<file path="config.mk">
export PLATFORM = sky130hd
export DESIGN_NAME = aes128_stream_feeder_flat
export DESIGN_NICKNAME = d
export VERILOG_FILES = /design/src/rtl/aes128_stream_feeder_pkg.sv /design/src/rtl/aes128_stream_feeder_if.sv /design/src/rtl/aes128_stream_feeder_fifo.sv /design/src/rtl/aes128_stream_feeder.sv /design/src/flat_wrapper.sv
export SDC_FILE = /design/constraint.sdc
export NUM_CORES = 2
export LEC_CHECK = 0
export ABC_AREA = 1
export BUFFER_PORTS_ARGS = -buffer_cell sky130_fd_sc_hd__buf_4
export CAP_MARGIN = 20
export CELL_PAD_IN_SITES_DETAIL_PLACEMENT = 0
export CELL_PAD_IN_SITES_GLOBAL_PLACEMENT = 1
export CORE_MARGIN = 2
export CORE_UTILIZATION = 45
export DETAILED_ROUTE_END_ITERATION = 8
export PLACE_DENSITY_LB_ADDON = 0.1
export SYNTH_ARGS = -nofsm -noshare
export SYNTH_HDL_FRONTEND = slang
export SYNTH_SLANG_ARGS = --single-unit
</file>
<file path="constraint.sdc">
create_clock -name clk -period 10 [get_ports clk]
set_input_delay 2 -clock clk [delete_from_list [all_inputs] [get_ports clk]]
set_output_delay 2 -clock clk [all_outputs]
set_load 0.03 [all_outputs]
</file>
<file path="src/rtl/aes128_stream_feeder_pkg.sv">
// Shared widths and helpers for the AES-128 stream feeder (package aes_feeder_pkg).
package aes_feeder_pkg;

    localparam int AES_BLK_W        = 128;
    localparam int AES_WORD_W       = 32;
    localparam int WORDS_PER_BLK    = 4;
    localparam int AES_CORE_LATENCY = 11;
    localparam int AES_FIFO_DEPTH   = 16;
    localparam int WORD_IDX_W       = $clog2(WORDS_PER_BLK);

    typedef logic [AES_BLK_W-1:0]  aes_blk_t;
    typedef logic [AES_WORD_W-1:0] aes_word_t;
    typedef logic [WORD_IDX_W-1:0] word_idx_t;

    // Place word number idx of a block; word 0 lands in the most significant lane.
    function automatic aes_blk_t insert_word(input aes_blk_t blk, input aes_word_t word,
                                             input word_idx_t idx);
        aes_blk_t r;
        r = blk;
        r[AES_BLK_W-1-AES_WORD_W*int'(idx) -: AES_WORD_W] = word;
        return r;
    endfunction

endpackage

</file>
<file path="src/rtl/aes128_stream_feeder_if.sv">
// Generic valid/ready stream bundle; used for the 32-bit word input and the 128-bit block output.
interface aes128_stream_feeder_if #(
    parameter int W = 32
) ();
    logic [W-1:0] data;
    logic         valid;
    logic         ready;

    modport master (output data, output valid, input ready);
    modport slave  (input data, input valid, output ready);
endinterface

</file>
<file path="src/rtl/aes128_stream_feeder_fifo.sv">
// First-word-fall-through synchronous FIFO (module aes_feeder_fifo) holding finished ciphertext.
// Head is presented combinationally; occupancy is exported for the issue credit check.
module aes_feeder_fifo #(
    parameter int WIDTH = 128,
    parameter int DEPTH = 16
) (
    input  logic                   clk,
    input  logic                   rst_n,
    input  logic                   push_i,
    input  logic [WIDTH-1:0]       push_data_i,
    input  logic                   pop_i,
    output logic [WIDTH-1:0]       head_o,
    output logic                   valid_o,
    output logic [$clog2(DEPTH):0] count_o
);
    localparam int AW = $clog2(DEPTH);

    logic [WIDTH-1:0] mem_q [DEPTH];
    logic [AW-1:0]    wr_ptr_q;
    logic [AW-1:0]    rd_ptr_q;
    logic [AW:0]      count_q;
    logic [AW:0]      count_d;
    logic             full;
    logic             push_ok;
    logic             pop_ok;

    assign full    = (count_q == (AW+1)'(DEPTH));
    assign pop_ok  = pop_i && (count_q != '0);
    // A pop on the same edge frees the slot, so push-while-full is fine in that case.
    assign push_ok = push_i && (!full || pop_ok);

    // Occupancy: simultaneous push and pop leave it unchanged.
    always_comb begin
        count_d = count_q;
        case ({push_ok, pop_ok})
            2'b10:   count_d = count_q + 1'b1;
            2'b01:   count_d = count_q - 1'b1;
            default: count_d = count_q;
        endcase
    end

    // Storage array; no reset so it maps onto plain RAM.
    always_ff @(posedge clk) begin
        if (push_ok) begin
            mem_q[wr_ptr_q] <= push_data_i;
        end
    end

    // Pointers wrap naturally at DEPTH (power of two).
    always_ff @(posedge clk or negedge rst_n) begin
        if (!rst_n) begin
            wr_ptr_q <= '0;
            rd_ptr_q <= '0;
            count_q  <= '0;
        end else begin
            if (push_ok) wr_ptr_q <= wr_ptr_q + 1'b1;
            if (pop_ok)  rd_ptr_q <= rd_ptr_q + 1'b1;
            count_q <= count_d;
        end
    end

    assign head_o  = mem_q[rd_ptr_q];
    assign valid_o = (count_q != '0);
    assign count_o = count_q;

    // The upstream credit scheme must never let a push hit a full FIFO.
    a_no_overflow: assert property (@(posedge clk) disable iff (!rst_n)
                                    !(push_i && full && !pop_ok));

endmodule

</file>
<file path="src/rtl/aes128_stream_feeder.sv">
// Stream front/back-end for a pipelined AES-128 encrypt core with no flow control of its own.
// Packs 32-bit words into blocks, issues them to the core under a credit limit equal to the
// output FIFO depth, follows each block with a valid shift register and captures ciphertext.
// Optional block counters are built when AES_FEEDER_STATS_EN is defined.
module aes128_stream_feeder
    import aes_feeder_pkg::*;
#(
    parameter int LATENCY    = AES_CORE_LATENCY,
    parameter int FIFO_DEPTH = AES_FIFO_DEPTH
) (
    input  logic     clk,
    input  logic     rst_n,
    input  aes_blk_t key_in_i,
    input  logic     key_load_i,
    output logic     key_ready_o,
    output aes_blk_t core_pt_o,
    output aes_blk_t core_key_o,
    input  aes_blk_t core_ct_i,
    aes128_stream_feeder_if.slave  s_if,
    aes128_stream_feeder_if.master m_if
`ifdef AES_FEEDER_STATS_EN
    ,
    output logic [31:0] blk_in_cnt_o,
    output logic [31:0] blk_out_cnt_o
`endif
);
    localparam int CW = $clog2(FIFO_DEPTH) + 1;

    word_idx_t        word_idx_q, word_idx_d;
    aes_blk_t         blk_q, blk_d;
    logic             blk_full_q, blk_full_d;
    aes_blk_t         core_pt_q;
    aes_blk_t         core_key_q;
    logic [LATENCY-1:0] vld_sr_q;
    logic [CW-1:0]    in_flight_q, in_flight_d;

    logic [CW-1:0]    fifo_count;
    aes_blk_t         fifo_head;
    logic             fifo_valid;
    logic [CW:0]      credit_used;
    logic             issue_now;
    logic             retire;
    logic             s_fire;
    logic             m_pop;
    logic             key_take;

    // Blocks in the core plus blocks waiting in the FIFO may never exceed the FIFO size.
    assign credit_used = {1'b0, in_flight_q} + {1'b0, fifo_count};
    assign issue_now   = blk_full_q && (credit_used < (CW+1)'(FIFO_DEPTH));
    assign retire      = vld_sr_q[LATENCY-1];

    // The packer frees its buffer on the same edge it issues, so streaming never bubbles.
    assign s_if.ready  = rst_n && (!blk_full_q || issue_now);
    assign s_fire      = s_if.valid && s_if.ready;
    assign m_pop       = fifo_valid && m_if.ready;

    // Key changes only when nothing is buffered or travelling through the core.
    assign key_ready_o = (in_flight_q == '0) && (word_idx_q == '0) && !blk_full_q;
    assign key_take    = key_load_i && key_ready_o;

    // Packer next state: fill word lanes MSB-first, mark full after the last word.
    always_comb begin
        blk_d      = blk_q;
        word_idx_d = word_idx_q;
        blk_full_d = blk_full_q && !issue_now;
        if (s_fire) begin
            blk_d      = insert_word(blk_q, s_if.data, word_idx_q);
            word_idx_d = word_idx_q + 1'b1;
            if (word_idx_q == WORD_IDX_W'(WORDS_PER_BLK - 1)) begin
                blk_full_d = 1'b1;
            end
        end
    end

    // In-flight count: issue and retire on the same edge cancel out.
    always_comb begin
        in_flight_d = in_flight_q;
        case ({issue_now, retire})
            2'b10:   in_flight_d = in_flight_q + 1'b1;
            2'b01:   in_flight_d = in_flight_q - 1'b1;
            default: in_flight_d = in_flight_q;
        endcase
    end

    // Packer, core drive registers, valid tracking and credit state.
    always_ff @(posedge clk or negedge rst_n) begin
        if (!rst_n) begin
            word_idx_q  <= '0;
            blk_q       <= '0;
            blk_full_q  <= 1'b0;
            core_pt_q   <= '0;
            core_key_q  <= '0;
            vld_sr_q    <= '0;
            in_flight_q <= '0;
        end else begin
            word_idx_q  <= word_idx_d;
            blk_q       <= blk_d;
            blk_full_q  <= blk_full_d;
            if (issue_now) core_pt_q  <= blk_q;
            if (key_take)  core_key_q <= key_in_i;
            vld_sr_q    <= {vld_sr_q[LATENCY-2:0], issue_now};
            in_flight_q <= in_flight_d;
        end
    end

    assign core_pt_o  = core_pt_q;
    assign core_key_o = core_key_q;

    aes_feeder_fifo #(
        .WIDTH (AES_BLK_W),
        .DEPTH (FIFO_DEPTH)
    ) u_fifo (
        .clk         (clk),
        .rst_n       (rst_n),
        .push_i      (retire),
        .push_data_i (core_ct_i),
        .pop_i       (m_pop),
        .head_o      (fifo_head),
        .valid_o     (fifo_valid),
        .count_o     (fifo_count)
    );

    assign m_if.data  = fifo_head;
    assign m_if.valid = fifo_valid;

`ifdef AES_FEEDER_STATS_EN
    logic [31:0] blk_in_cnt_q;
    logic [31:0] blk_out_cnt_q;

    // Free-running block counters, wrapping at 2^32.
    always_ff @(posedge clk or negedge rst_n) begin
        if (!rst_n) begin
            blk_in_cnt_q  <= '0;
            blk_out_cnt_q <= '0;
        end else begin
            if (issue_now) blk_in_cnt_q  <= blk_in_cnt_q + 32'd1;
            if (m_pop)     blk_out_cnt_q <= blk_out_cnt_q + 32'd1;
        end
    end

    assign blk_in_cnt_o  = blk_in_cnt_q;
    assign blk_out_cnt_o = blk_out_cnt_q;
`endif

endmodule

</file>
<file path="src/flat_wrapper.sv">
// flat-port wrapper written by rule: the top's interface ports become plain ports
module aes128_stream_feeder_flat import aes_feeder_pkg::*;
#(
    parameter int LATENCY    = AES_CORE_LATENCY,
    parameter int FIFO_DEPTH = AES_FIFO_DEPTH
)
  (clk, rst_n, key_in_i, key_load_i, key_ready_o, core_pt_o, core_key_o, core_ct_i, s_if_data, s_if_valid, s_if_ready, m_if_data, m_if_valid, m_if_ready);
  aes128_stream_feeder_if #(.W(32)) s_if_i ();
  aes128_stream_feeder_if #(.W(128)) m_if_i ();
  input  logic clk;
  input  logic rst_n;
  input  aes_blk_t key_in_i;
  input  logic key_load_i;
  output logic key_ready_o;
  output aes_blk_t core_pt_o;
  output aes_blk_t core_key_o;
  input  aes_blk_t core_ct_i;
  input wire logic [$bits(s_if_i.data)-1:0] s_if_data;
  input wire logic [$bits(s_if_i.valid)-1:0] s_if_valid;
  output wire logic [$bits(s_if_i.ready)-1:0] s_if_ready;
  output wire logic [$bits(m_if_i.data)-1:0] m_if_data;
  output wire logic [$bits(m_if_i.valid)-1:0] m_if_valid;
  input wire logic [$bits(m_if_i.ready)-1:0] m_if_ready;
  assign s_if_i.data = s_if_data;
  assign s_if_i.valid = s_if_valid;
  assign s_if_ready = s_if_i.ready;
  assign m_if_data = m_if_i.data;
  assign m_if_valid = m_if_i.valid;
  assign m_if_i.ready = m_if_ready;
  aes128_stream_feeder #(.LATENCY(LATENCY), .FIFO_DEPTH(FIFO_DEPTH)) u_core (.clk(clk), .rst_n(rst_n), .key_in_i(key_in_i), .key_load_i(key_load_i), .key_ready_o(key_ready_o), .core_pt_o(core_pt_o), .core_key_o(core_key_o), .core_ct_i(core_ct_i), .s_if(s_if_i), .m_if(m_if_i));
endmodule
</file>
Yosys cells after proc, flatten, opt, wreduce, memory -nomap -nowiden

Memories as Yosys holds them, arrays and structs flattened.
Index checks and enable logic that the tools add are counted.

Add/sub/neg operators: 10
Order comparisons: 1
Equal/unequal tests: 6
Shift operators: 2
Multiplexer cells: 7
Reductions and logical operators: 20

Operator list:

| operator                  | number |
|---|---|
| $shift 32x33->159 const A | 1 |
| $shiftx 32x33->159        | 1 |
| $bwmux 128                | 1 |
| $neg 32->33               | 1 |
| $pmux 5 s2                | 2 |
| $add 5x1->5 const B       | 2 |
| $logic_and 1x1->1         | 10 |
| $sub 5x1->5 const B       | 2 |
| $add 4x1->4 const B       | 2 |
| $sub 7x7->8 const A       | 1 |
| $add 5x5->6               | 1 |
| $eq 2x2->1 const B        | 3 |
| $lt 6x5->1 const B        | 1 |
| $eq 5x5->1 const B        | 1 |
| $logic_not 5->1           | 1 |
| $reduce_bool 5->1         | 1 |
| $eq 2x1->1 const B        | 2 |
| $mux 1                    | 4 |
| $reduce_bool 2->1         | 2 |
| $logic_not 1->1           | 3 |
| $add 2x1->2 const B       | 1 |
| $logic_not 2->1           | 1 |
| $logic_or 1x1->1          | 2 |

Register bits after elaboration: 416
Memory bits (writable): 2048
Input bits: 293
Output and inout port bits: 387
Logic and storage cells: 57
Memories kept: 1

Memories:

| name                | depth | width | rd ports | clocked after Yosys merged registers in | write ports | RTL line                        | source |
|---|---|---|---|---|---|---|---|
| u_core.u_fifo.mem_q | 16    | 128   | 1        | 0                                       | 1           | aes128_stream_feeder_fifo.sv:18 | `logic [WIDTH-1:0] mem_q [DEPTH];` |

Logic depth before layout (Yosys ltp)

Depth after elaboration: 7
Gate-level depth with buffers: 17
Mapped depth without buffers: 16

Hierarchy

A second synthesis with hierarchy kept.

Cell total of the unflattened synthesis: 8088
Area, all modules: 97817.6 µm²

By module, submodules not included:

| module               | instances | cells each | area an instance (µm²) |
|---|---|---|---|
| aes_feeder_fifo      | 1         | 6143       | 80955.1 |
| aes128_stream_feeder | 1         | 1945       | 16862.4 |

Worst setup path before layout

OpenSTA, ideal clock, no wires.

Path kind: input to register
Start point: input m_if_ready
End point: memory u_core.u_fifo.mem_q[0][0], enable pin
Setup time: 0.617 ns
Arrival time: 7.717 ns
Path slack: 1.666 ns
Cell stages on the path: 4
Path buffers: 0
Cell sequence: o21ai_0 -> inv_1 -> nand2_1 -> nor2_1

Word-level cells in the longest chain between the ends: 6

RTL lines:

| what                         | RTL line                        | source |
|---|---|---|
| from (decl)                  | flat_wrapper.sv:23              | `input wire logic [$bits(m_if_i.ready)-1:0] m_if_ready;` |
| $logic_and 1x1->1            | aes128_stream_feeder.sv:55      | `assign m_pop = fifo_valid && m_if.ready;` |
| $logic_and 1x1->1            | aes128_stream_feeder_fifo.sv:28 | `assign pop_ok = pop_i && (count_q != '0);` |
| $logic_or 1x1->1             | aes128_stream_feeder_fifo.sv:30 | `assign push_ok = push_i && (!full \|\| pop_ok);` |
| $logic_and 1x1->1            | aes128_stream_feeder_fifo.sv:30 |  |
| $mux 1                       | aes128_stream_feeder_fifo.sv:44 | `if (push_ok) begin` |
| $mux 1 (not written as such) | aes128_stream_feeder_fifo.sv:45 | `mem_q[wr_ptr_q] <= push_data_i;` |
| to (decl)                    | aes128_stream_feeder_fifo.sv:18 |  |

No other way between the ends.

Final worst setup path

Start point: register u_core.u_fifo.rd_ptr_q[1]
End point: output m_if_data[25]

Word-level cells in the longest chain between the ends: 1

RTL lines:

| what                   | RTL line                        | source |
|---|---|---|
| from (decl)            | aes128_stream_feeder_fifo.sv:20 | `logic [AW-1:0] rd_ptr_q;` |
| from (signal assigned) | aes128_stream_feeder_fifo.sv:57 | `if (pop_ok) rd_ptr_q <= rd_ptr_q + 1'b1;` |
| $mem_v2 16x128         | --                              |  |
| to (decl)              | flat_wrapper.sv:21              | `output wire logic [$bits(m_if_i.data)-1:0] m_if_data;` |

No other way between the ends.

==> out/results.md <==
| Quantity | Value | Unit |
|---|---|---|
| Setup-violating endpoint count in the final report | 0 | - |
| Worst Hold Margin | 0.3461 | ns |
| Cell with the biggest individual delay on the critical path | sky130_fd_sc_hd__dfrtp_4 | - |
| Commonest cells after routing, fill and taps aside | 2048 x sky130_fd_sc_hd__edfxtp_1, 1089 x sky130_fd_sc_hd__nor2_1, 1057 x sky130_fd_sc_hd__o21ai_0, 1011 x sky130_fd_sc_hd__nand2_1, 750 x sky130_fd_sc_hd__buf_4 | - |
| TritonCTS clock tree | built | - |
| CTS HTree Levels | 5 | - |
| Cell family with the largest share of critical-path delay | buffers and inverters | - |
| Post-CTS Repair Setup Buffers | 0 | - |
| Net count after synthesis | 7833 | - |
| Endpoint arrival time on the critical path | 4.93 | ns |
| Port Buffer Count | 679 | - |
| Crit path cell chain | buf_12 -> buf_4 -> o21ai_0 -> o22ai_1 -> o21ai_0 -> o21ai_1 -> buf_4 | - |
| Number of global-route vias before repair | 61363 | - |
| Routed Wire Length | 285.1 | mm |
| First-pass GRT wire length | 416.5 | mm |
| Count of instances resized after the clock tree is built | 0 | - |
| Shortest clock period the worst path allows after layout | 6.930 | ns |
| Largest net degree at the start of global routing | 263 | - |
| Clock latency of the later-clocked register in the worst-skew pair | 0.92 | ns |
| Data required, critical path | 8.00 | ns |
| Sequential cell area fraction in the yosys report | 0.7475 | - |
| Endpoint class of the critical path | primary output | - |
| Ratio of cells with drive above 1 in the final layout | 0.1426 | - |
| Commonest non-fill, non-tap cell in the layout | sky130_fd_sc_hd__edfxtp_1 | - |
| Remaining number of nets flagged by the antenna check after routing | 0 | - |
| Die boundary width | 466.4 | um |
| Final core utilization | 0.5271 | - |
| Count of hold-fix buffers inserted at cts | 0 | - |
| Buffers & Inverters on Critical Path | 3 | - |
| Hold/Removal Path Class | flip-flop to flip-flop | - |
| Final Hold Violating Endpoints | 0 | - |
| Reported leakage power | 40.58 | nW |
| Result of the run | complete, no violations | - |
| Final Non-Filler Cells | 11008 | - |
| Standard cell core area | 0.2123 | sq mm |
| Die H | 466.4 | um |
| Layout-stage area growth over the synthesis result | 16.34 | % |
| Skew final | 0.05356 | ns |
| Max-cap check violation count | 0 | - |
| Via count of the routed design | 63631 | - |
| Worst reg2reg setup slack | 6.03 | ns |
| Peak clock frequency supported by timing | 144.3 | MHz |
| Count of mapped cells out of synthesis | 7518 | - |
| Synthesis Warnings | 0 | - |
| Worst slew margin relative to its limit | 0.1744 | - |
| Flops & latches, synth | 2464 | - |
| Startpoint Class | flip-flop | - |
| Effective utilization at floorplan | 0.4531 | - |
| Clock edge transition at the registers on the reported setup and hold paths | 0.06 | ns |
| Via-per-instance ratio | 5.780 | - |
| Post-detailed-route DRC marker count | 0 | - |
| Placed insts | 10532 | - |
| Number of antenna violations at the first check in global routing | 28 | - |
| Number of sinks driven by the clock tree | 2464 | - |
| Critical path type | flip-flop to primary output | - |
| Setup repair after global routing missed its margin | no | - |
| CTS root buffer | sky130_fd_sc_hd__clkbuf_16 | - |
| Biggest fanout along the worst timing path | 181 | - |
| Per-cell routed wire length | 25.90 | um |
| Setup slack at placement | 4.181 | ns |
| Maximum buffer depth of the clock tree | 4 | - |
| Post-synthesis area per instance | 12.80 | sq um |
| Max-slew violation count | 0 | - |
| Worst Tran Pin Value | 1.238 | ns |
| VDD IR-drop max | 0.3743 | mV |
| DRC violation total after the first TritonRoute iteration | 6125 | - |
| PD cells | 305.3 | mW/mm^2 |
| Area of the die | 0.2175 | sq mm |
| Setup TNS | 0 | ns |
| Number of primary I/O pins | 680 | - |
| Row count | 169 | - |
| Pre-antenna DRT Iters | 5 | - |
| Cell Area, Synth | 0.09620 | sq mm |
| Largest stage delay on the critical path | 0.91 | ns |
| Crit path setup slack, layout | 3.070 | ns |
| TritonCTS buffer count | 281 | - |
| GRT Total Usage | 0.2556 | - |
| Half-perimeter wire length after placement | 141.7 | mm |
| RePlAce Congestion | 0.8329 | - |
| Global route total overflow | 0 | - |
| Count of cell types in the netlist | 35 | - |
| Share of the cycle needed by the critical path after routing | 0.6930 | - |
| Final nets | 8310 | - |
-- worst reg2reg max path, stage by stage, from the launching register on --
cell	delay (ns)
sky130_fd_sc_hd__dfrtp_1	0.42
sky130_fd_sc_hd__inv_1	0.12
sky130_fd_sc_hd__nand4_1	0.12
sky130_fd_sc_hd__o21ai_0	0.23
sky130_fd_sc_hd__inv_1	0.23
sky130_fd_sc_hd__nand2_1	0.26
sky130_fd_sc_hd__nor2_4	0.63
sky130_fd_sc_hd__buf_12	0.62
sky130_fd_sc_hd__buf_4	0.93
-- sequential cells by signal, summed over array words and instances, names as in the netlist --
| signal | cells |
|---|---|
| u_core.core_key_o | 128 |
| u_core.vld_sr_q | 11 |
| u_core.u_fifo.mem_q | 2048 |
| u_core.u_fifo.wr_ptr_q | 4 |
| u_core.core_pt_o | 128 |
| u_core.u_fifo.count_o | 5 |
| u_core.blk_q | 128 |
| u_core.u_fifo.rd_ptr_q | 4 |
| u_core.blk_full_q | 1 |
| u_core.word_idx_q | 2 |
| u_core.in_flight_q | 5 |
-- Yosys cell counts --
master                     count  share of area
sky130_fd_sc_hd__edfxtp_1   2048           0.64
sky130_fd_sc_hd__nor2_1     1105          0.043
sky130_fd_sc_hd__o21ai_0    1057          0.055
sky130_fd_sc_hd__nand2_1    1012          0.039
sky130_fd_sc_hd__dfrtp_1     416           0.11
sky130_fd_sc_hd__clkbuf_1    351          0.014
sky130_fd_sc_hd__o221ai_1    293          0.027
sky130_fd_sc_hd__o22ai_1     234          0.015
sky130_fd_sc_hd__nand3_1     227          0.012
sky130_fd_sc_hd__buf_2       191         0.0099
sky130_fd_sc_hd__nand4_1     136         0.0088
sky130_fd_sc_hd__nor3_1      129         0.0067
sky130_fd_sc_hd__o211ai_1    101         0.0079
sky130_fd_sc_hd__o21ai_1      68         0.0035
sky130_fd_sc_hd__inv_1        61         0.0024
sky130_fd_sc_hd__buf_4        21         0.0016
sky130_fd_sc_hd__ha_1         20         0.0026
sky130_fd_sc_hd__xor2_1       11         0.0010
sky130_fd_sc_hd__buf_1         7        0.00027
sky130_fd_sc_hd__a21oi_1       6        0.00031
sky130_fd_sc_hd__buf_6         6        0.00070
sky130_fd_sc_hd__clkbuf_2      3        0.00016
sky130_fd_sc_hd__fa_1          2        0.00042
sky130_fd_sc_hd__o31ai_1       2        0.00016
sky130_fd_sc_hd__a211oi_1      1       0.000078
sky130_fd_sc_hd__a21oi_4       1        0.00017
sky130_fd_sc_hd__a31oi_1       1       0.000065
sky130_fd_sc_hd__clkinv_1      1       0.000039
sky130_fd_sc_hd__inv_2         1       0.000039
sky130_fd_sc_hd__inv_4         1       0.000065
sky130_fd_sc_hd__nand2_2       1       0.000065
sky130_fd_sc_hd__nand4_2       1        0.00013
sky130_fd_sc_hd__nor4_2        1        0.00013
sky130_fd_sc_hd__or2_2         1       0.000065
sky130_fd_sc_hd__xnor2_1       1       0.000091
-- layout make-up --
cell class	instances	area [sq um]
fill	18230	100400
sequential	2464	71930
multi-input combinational	4411	21650
clock buffer	353	7570
timing repair buffer	773	6086
tap	2821	3530
clock inverter	112	839.6
inverter	64	281.5
antenna	10	25.02
-- per-stage QoR --
step | total power [mW] | area (sq um)
after floorplan | 20.21 | 96200
after global placement | 24.77 | 103500
after detailed placement | 24.88 | 103500
after CTS | 34.48 | 111900
after global routing | 35.84 | 111900
final | 34.16 | 111900
-- routing by layer --
| metal | up-vias | global-route usage | routed length (um) |
|---|---|---|---|
| li1 | 28677 | - | - |
| met1 | 32241 | 0.3537 | 123200 |
| met2 | 2204 | 0.4142 | 135700 |
| met3 | 481 | 0.04436 | 18370 |
| met4 | 28 | 0.07777 | 7639 |
| met5 | - | 0 | 181 |
-- cells by family after synthesis --
kind of cell / synth area share
AOI/OAI and AO/OA: 0.1091
xor gates and xnor gates: 0.001093
DFF: 0.7475
buffers and inverters: 0.02893
adders and majority gates: 0.003018
and+or+nand+nor: 0.1104
-- path summary, 6_finish.rpt --
kind,cells after the start,endpoint,start
min reg2reg,0,u_core.vld_sr_q[9]$_DFF_PN0_,u_core.vld_sr_q[8]$_DFF_PN0_
max,7,m_if_data[25],u_core.u_fifo.rd_ptr_q[1]$_DFFE_PN0N_
max reg2reg,8,u_core.u_fifo.mem_q[13][57]$_DFFE_PP_,u_core.u_fifo.count_o[0]$_DFFE_PN0P_
max in group asynchronous,4,u_core.core_key_o[69]$_DFFE_PN0P_,rst_n
min,0,u_core.vld_sr_q[9]$_DFF_PN0_,u_core.vld_sr_q[8]$_DFF_PN0_
min in group asynchronous,1,u_core.core_pt_o[48]$_DFFE_PN0P_,rst_n
-- report_power, final --
group          leakage, nW  internal [mW]  switching (mW)
Sequential            23.9           11.9           0.613
Clock                 4.13           5.64            3.92
Combinational         12.5           3.51            8.58
Total                 40.6           21.0            13.1
No activity file was read; power rests on OpenSTA's default activity.
